==> config.mk <==
export PLATFORM = sky130hd
export DESIGN_NAME = fft_rd_requester
export DESIGN_NICKNAME = d
export VERILOG_FILES = /design/src/rtl/fft_pkg.sv /design/src/rtl/fft_credit_ctr.sv /design/src/rtl/fft_rd_requester.sv
export SDC_FILE = /design/constraint.sdc
export NUM_CORES = 1
export LEC_CHECK = 0
export ABC_AREA = 0
export CORE_AREA = 2 2 454 456
export CTS_BUF_LIST = sky130_fd_sc_hd__clkbuf_8
export CTS_CLUSTER_DIAMETER = 50
export DETAILED_ROUTE_END_ITERATION = 10
export DIE_AREA = 0 0 456 458
export SETUP_SLACK_MARGIN = 0.3
export SYNTH_ARGS = -nofsm -noshare
export SYNTH_HDL_FRONTEND = slang
export SYNTH_SLANG_ARGS = --single-unit
==> constraint.sdc <==
create_clock -name clk -period 8.1 [get_ports clk]
set_clock_uncertainty 0.2 [all_clocks]
set_input_delay 1.62 -clock clk [delete_from_list [all_inputs] [get_ports clk]]
set_output_delay 1.62 -clock clk [all_outputs]
set_load 0.005 [all_outputs]
==> src/rtl/fft_pkg.sv <==
// Shared types and constants for the FFT input-side read requester.
//   t_block      : one 512-bit cache line as carried by the read channel and FIFO
//   t_line_addr  : cache-line address
//   t_rd_state   : requester sequencing states
package fft_pkg;

  localparam int FFT_FIFO_DEPTH = 8;
  localparam int FFT_ADDR_W     = 42;

  typedef logic [511:0]            t_block;
  typedef logic [FFT_ADDR_W-1:0]   t_line_addr;

  typedef enum logic [1:0] {
    IDLE  = 2'd0,
    REQ   = 2'd1,
    DRAIN = 2'd2,
    DONE  = 2'd3
  } t_rd_state;

endpackage

==> src/rtl/fft_credit_ctr.sv <==
// Outstanding-request counter and FIFO credit check.
// Ports:
//   clk, rst     : clock, asynchronous active-high reset
//   clr          : synchronous clear (new fetch)
//   inc          : a request is issued this cycle
//   dec          : a response is accepted this cycle
//   fifo_free    : free slots reported by the downstream FIFO
//   outstanding  : requests issued but not yet answered
//   room         : outstanding + 1 < fifo_free (one FIFO slot is never used)
module fft_credit_ctr #(
  parameter int LEN_W = 32,
  parameter int CNT_W = 4
) (
  input  logic             clk,
  input  logic             rst,
  input  logic             clr,
  input  logic             inc,
  input  logic             dec,
  input  logic [CNT_W-1:0] fifo_free,
  output logic [LEN_W-1:0] outstanding,
  output logic             room
);

  logic [LEN_W:0] out_plus_one;
  logic [LEN_W:0] free_ext;

  always_ff @(posedge clk or posedge rst) begin
    if (rst) begin
      outstanding <= '0;
    end else if (clr) begin
      outstanding <= '0;
    end else begin
      // issue and response together leave the count unchanged
      case ({inc, dec})
        2'b10:   outstanding <= outstanding + 1'b1;
        2'b01:   outstanding <= outstanding - 1'b1;
        default: outstanding <= outstanding;
      endcase
    end
  end

  // one bit wider so the +1 never wraps
  assign out_plus_one = {1'b0, outstanding} + {{LEN_W{1'b0}}, 1'b1};
  assign free_ext     = {{(LEN_W + 1 - CNT_W){1'b0}}, fifo_free};
  assign room         = out_plus_one < free_ext;

endmodule

==> src/rtl/fft_rd_requester.sv <==
// Fetches a run of cache lines from host memory into the FFT input FIFO.
// Requests are throttled by FIFO free-slot credits so every accepted
// response has a slot waiting for it.
// Optional feature: define FFT_RD_REQUESTER_PERF_EN to add the stall_cycles
// output (cycles in REQ with lines left to request but no issue).
// Ports:
//   clk, reset          : clock, asynchronous active-high reset
//   start               : one-cycle pulse, honoured only while idle
//   base_addr, num_lines: fetch descriptor, captured on start
//   rd_req_valid/addr   : registered read request
//   rd_req_almost_full  : read channel backpressure
//   rd_rsp_valid/data   : in-order read responses
//   enq_en, enq_data    : FIFO enqueue side
//   fifo_not_full       : FIFO not_full
//   fifo_free           : FIFO free-slot count
//   busy, done          : activity flag, end-of-fetch pulse
//   overflow_err        : sticky, response arrived while FIFO full
module fft_rd_requester
  import fft_pkg::*;
#(
  parameter int FIFO_DEPTH = FFT_FIFO_DEPTH,
  parameter int CNT_W      = FIFO_DEPTH / 2,
  parameter int ADDR_W     = 42,
  parameter int LEN_W      = 32
) (
  input  logic              clk,
  input  logic              reset,
  input  logic              start,
  input  logic [ADDR_W-1:0] base_addr,
  input  logic [LEN_W-1:0]  num_lines,
  output logic              rd_req_valid,
  output logic [ADDR_W-1:0] rd_req_addr,
  input  logic              rd_req_almost_full,
  input  logic              rd_rsp_valid,
  input  t_block            rd_rsp_data,
  output t_block            enq_data,
  output logic              enq_en,
  input  logic              fifo_not_full,
  input  logic [CNT_W-1:0]  fifo_free,
  output logic              busy,
  output logic              done,
  output logic              overflow_err
`ifdef FFT_RD_REQUESTER_PERF_EN
  ,
  output logic [31:0]       stall_cycles
`endif
);

  t_rd_state         state_q, state_d;
  logic [ADDR_W-1:0] base_q;
  logic [LEN_W-1:0]  num_lines_q;
  logic [LEN_W-1:0]  req_cnt;
  logic [LEN_W-1:0]  rsp_cnt;
  logic [LEN_W-1:0]  outstanding;
  logic              room;
  logic              start_fire;
  logic              can_issue;
  logic              rsp_acc;

  always_ff @(posedge clk or posedge reset) begin
    if (reset) state_q <= IDLE;
    else       state_q <= state_d;
  end

  always_comb begin
    state_d    = state_q;
    busy       = 1'b1;
    done       = 1'b0;
    start_fire = 1'b0;
    case (state_q)
      IDLE: begin
        busy = 1'b0;
        if (start) begin
          start_fire = 1'b1;
          state_d    = REQ;
        end
      end
      REQ:     if (req_cnt == num_lines_q) state_d = DRAIN;
      DRAIN:   if (rsp_cnt == num_lines_q) state_d = DONE;
      DONE: begin
        done    = 1'b1;
        state_d = IDLE;
      end
      default: state_d = IDLE;
    endcase
  end

  assign can_issue = (state_q == REQ) && (req_cnt < num_lines_q) &&
                     !rd_req_almost_full && room;

  // responses are never stalled; a full FIFO is only flagged
  assign rsp_acc  = rd_rsp_valid && busy;
  assign enq_en   = rsp_acc;
  assign enq_data = rd_rsp_data;

  always_ff @(posedge clk or posedge reset) begin
    if (reset) begin
      rd_req_valid <= 1'b0;
      rd_req_addr  <= '0;
      base_q       <= '0;
      num_lines_q  <= '0;
      req_cnt      <= '0;
      rsp_cnt      <= '0;
      overflow_err <= 1'b0;
    end else begin
      rd_req_valid <= can_issue;
      if (start_fire) begin
        base_q      <= base_addr;
        num_lines_q <= num_lines;
        req_cnt     <= '0;
        rsp_cnt     <= '0;
      end else begin
        if (can_issue) begin
          rd_req_addr <= base_q + ADDR_W'(req_cnt);
          req_cnt     <= req_cnt + 1'b1;
        end
        if (rsp_acc) rsp_cnt <= rsp_cnt + 1'b1;
      end
      if (rsp_acc && !fifo_not_full) overflow_err <= 1'b1;
    end
  end

  fft_credit_ctr #(
    .LEN_W (LEN_W),
    .CNT_W (CNT_W)
  ) u_credit (
    .clk         (clk),
    .rst         (reset),
    .clr         (start_fire),
    .inc         (can_issue),
    .dec         (rsp_acc),
    .fifo_free   (fifo_free),
    .outstanding (outstanding),
    .room        (room)
  );

`ifdef FFT_RD_REQUESTER_PERF_EN
  always_ff @(posedge clk or posedge reset) begin
    if (reset) begin
      stall_cycles <= '0;
    end else if (start_fire) begin
      stall_cycles <= '0;
    end else if ((state_q == REQ) && (req_cnt < num_lines_q) && !can_issue &&
                 (stall_cycles != '1)) begin
      stall_cycles <= stall_cycles + 32'd1;
    end
  end
`endif

endmodule

==> results.yml <==
grt:
  use_met3_pct: 8.45
  grt_max_degree: 104
  grt_antenna_before_repair: 7
  grt_usage_pct: 9.00
  grt_pass1_vias: 13300
  grt_pass1_wl_mm: 126
  grt-busiest-layer: "met2"
  grt_overflow: 0
  grt_util_met1_pct: 7.06
  met2_usage_pct: 14.4
worst_setup_path:
  rr_startpoint: "u_credit.outstanding[22]$_DFFE_PP0P_"
  start_kind: "primary input"
  critPathKind: "in -> reg"
  reg2reg_depth: 22
  worst_ep_required_time_ns: 8.43
  crit_path_max_incr_delay_ns: 0.46
  worstPathMaxFanout: 19
  crit_arrival_ns: 7.31
  critPathLaunch: "fifo_free[1]"
  crit_path_top_delay_cell: "clkdlybuf4s50_1"
  endpoint_kind: "register"
clocking:
  cts_hold_buf: 0
  cts_max_path_buffers: 3
  cts_tree: "yes"
  clk_latency_ns: 0.60
  h-tree-depth: 2
  post_cts_buffers: 0
  cts_sinks: 216
  cts_root_buf: "clkbuf_8"
  cts_buffers: 37
  path_clk_slew_ns: 0.06
  cts_resized: 0
hold_path:
  hold_start: "rd_req_addr[30]$_DFFE_PP0P_"
  hp-class: "reg -> reg"
  hold_depth: 2
synth:
  syn_nets: 2795
  ys_ff_latch: 216
  syn_inst: 2092
  yosys_warnings: 0
  synth_mux_area_share_pct: 0.890
  synth_compound_area_share_pct: 13.0
  ys_seq_area_share_pct: 30.5
  async_flop_share_pct: 100
  synth_xor_area_share_pct: 6.87
  syn_area_um2: 17700
  synthDistinctLibCells: 76
  synth_top_family_by_area: "buffers and inverters"
  synth_edf_count: 0
  synth-simple-area-share_pct: 16.5
  yosys.area_share.adder_pct: 7.64
  syn_avg_cell_area_um2: 8.47
  synthFlopType: "dfrtp_1"
sta:
  tightestPinTransition_ns: 1.01
  grt_setup_unrepaired: "no"
  timing.setup.tns_ns: 0
  maxSlewHeadroom_pct: 32.4
  slew_viol_final: 0
  period_needed_ns: 6.99
  max_freq_mhz: 143
  finalHoldViolCount: 0
  setup_violations: 0
  period_share_pct: 86.3
route:
  first_iter_violations: 1041
  ant_nets: 0
  vias_per_cell: 3.03
  vias: 13400
  drc: 0
  totalWireLength_mm: 98.0
  drt_pre_antenna_iters: 5
  routedWlPerCell_um: 22.1
finish:
  final_nets: 2414
  final_layout_size_suffix_gt1_share_pct: 5.93
  areaGrowthSynthToFinish_pct: 8.39
  final_area_um2: 19200
  finish.utilization_pct: 9.42
  final_cell_count_no_fill: 4426
outcome:
  status: "completed"
pwr:
  ir_drop_v: 0.000132
  power.density_nw_per_um2: 263
  p_total_mw: 5.04
  leakage_nw: 7.89
placement:
  gp_congestion: 0.823
  dp_hpwl_mm: 83.0
  place_inst: 4360
  io_buffers: 130
  placed_area_um2: 18400
die:
  num_rows: 166
  die_area_um2: 209000
  die_h_um: 458
  ios: 1155
  core_area_um2: 204000
  die_w_um: 456
  initial_core_util_pct: 8.69
flow_run:
  maxCapViolations: 0
cells in the final DEF, fill, tap and decap left out, drive strengths merged, types with 7 or more instances in the layout:
master           n
a21oi           62
dfrtp          216
clkdlybuf4s50  130
and2             9
o21bai          10
buf             13
mux2i            9
or2              7
a211oi           9
o21ai          127
inv             84
a21o            49
nor2b           12
o21a            14
o31ai           36
xnor2           36
nor4            15
and3            20
nand2          310
ha             105
nand2b          16
or3              7
and4             8
nor3            23
o211ai          10
nand3           66
clkbuf          44
nor2            77
nand4           37
xor2           103
through the flow:
stage	hold slack (ns)	worst slack [ns]
after floorplan	0.246	0.372
after global placement	0.258	0.481
after detailed placement	0.264	0.529
after CTS	0.279	1.15
after global routing	0.295	0.803
final	0.278	1.11
synth_stat cells (all sizes together), types with 16 or more instances:
cell      n  area, µm²
inv      70        263
nor2     77        297
and3     20        125
ha      105       1310
nand2   310       1170
a21o     49        368
xor2    103        902
o21ai   127        636
a21oi    62        310
nand3    66        365
clkbuf   35        133
nand2b   16        100
nand4    37        246
xnor2    36        315
buf     528       3950
nor3     23        136
o31ai    36        270
dfrtp   216       5410
worst max-delay path: cells and delay by family:
family / cells / cell delay (ns)
AND/OR/NAND/NOR: 9 / 1.77
AO/OA/AOI/OAI: 10 / 2.20
adder cells (fa/ha/maj): 2 / 0.70
buffers and inverters: 4 / 1.01
state kept, by name, summed over array words and instances, names as in the netlist:
| register | cells |
|---|---|
| base_q | 42 |
| rd_req_addr | 42 |
| num_lines_q | 32 |
| req_cnt | 32 |
| rsp_cnt | 32 |
| u_credit.outstanding | 32 |
| state_q | 2 |
| overflow_err | 1 |
| rd_req_valid | 1 |
layer usage:
metal | share of wire, % | vias to the layer above
met5 | 1.0 | -
met4 | 4.9 | 16
met3 | 20 | 207
met2 | 46 | 1047
met1 | 28 | 6296
li1 | - | 5824
cell families after synthesis:
kind of cell	Yosys count
adders and majority gates	107
AOI/OAI and AO/OA	364
xor gates and xnor gates	139
muxes	15
buffers and inverters	634
and+or+nand+nor	617
DFF	216
worst paths after layout:
kind / to / slack (ns)
max in group asynchronous: num_lines_q[20]$_DFFE_PP0P_ / 4.81
min: rd_req_addr[30]$_DFFE_PP0P_ / 0.28
min reg2reg: rd_req_addr[30]$_DFFE_PP0P_ / 0.28
max: u_credit.outstanding[31]$_DFFE_PP0P_ / 1.11
max reg2reg: u_credit.outstanding[31]$_DFFE_PP0P_ / 1.35
min in group asynchronous: req_cnt[6]$_DFFE_PP0P_ / 1.37
layout make-up:
type / count / area, µm²
diodes: 1 / 2.50
flip-flops and latches: 216 / 5410
clock buffers: 44 / 606
inverters: 71 / 274
fillers: 23500 / 185000
repair buffers: 143 / 1400
multi-input cells: 1242 / 7980
clock inverters: 21 / 168
well taps: 2688 / 3360
report_power, final:
group	total, mW	switching (mW)	internal (mW)
registers	1.74	0.382	1.36
logic	2.22	1.35	0.878
clock network	1.08	0.514	0.565
Power figures use the tool's default switching activity.
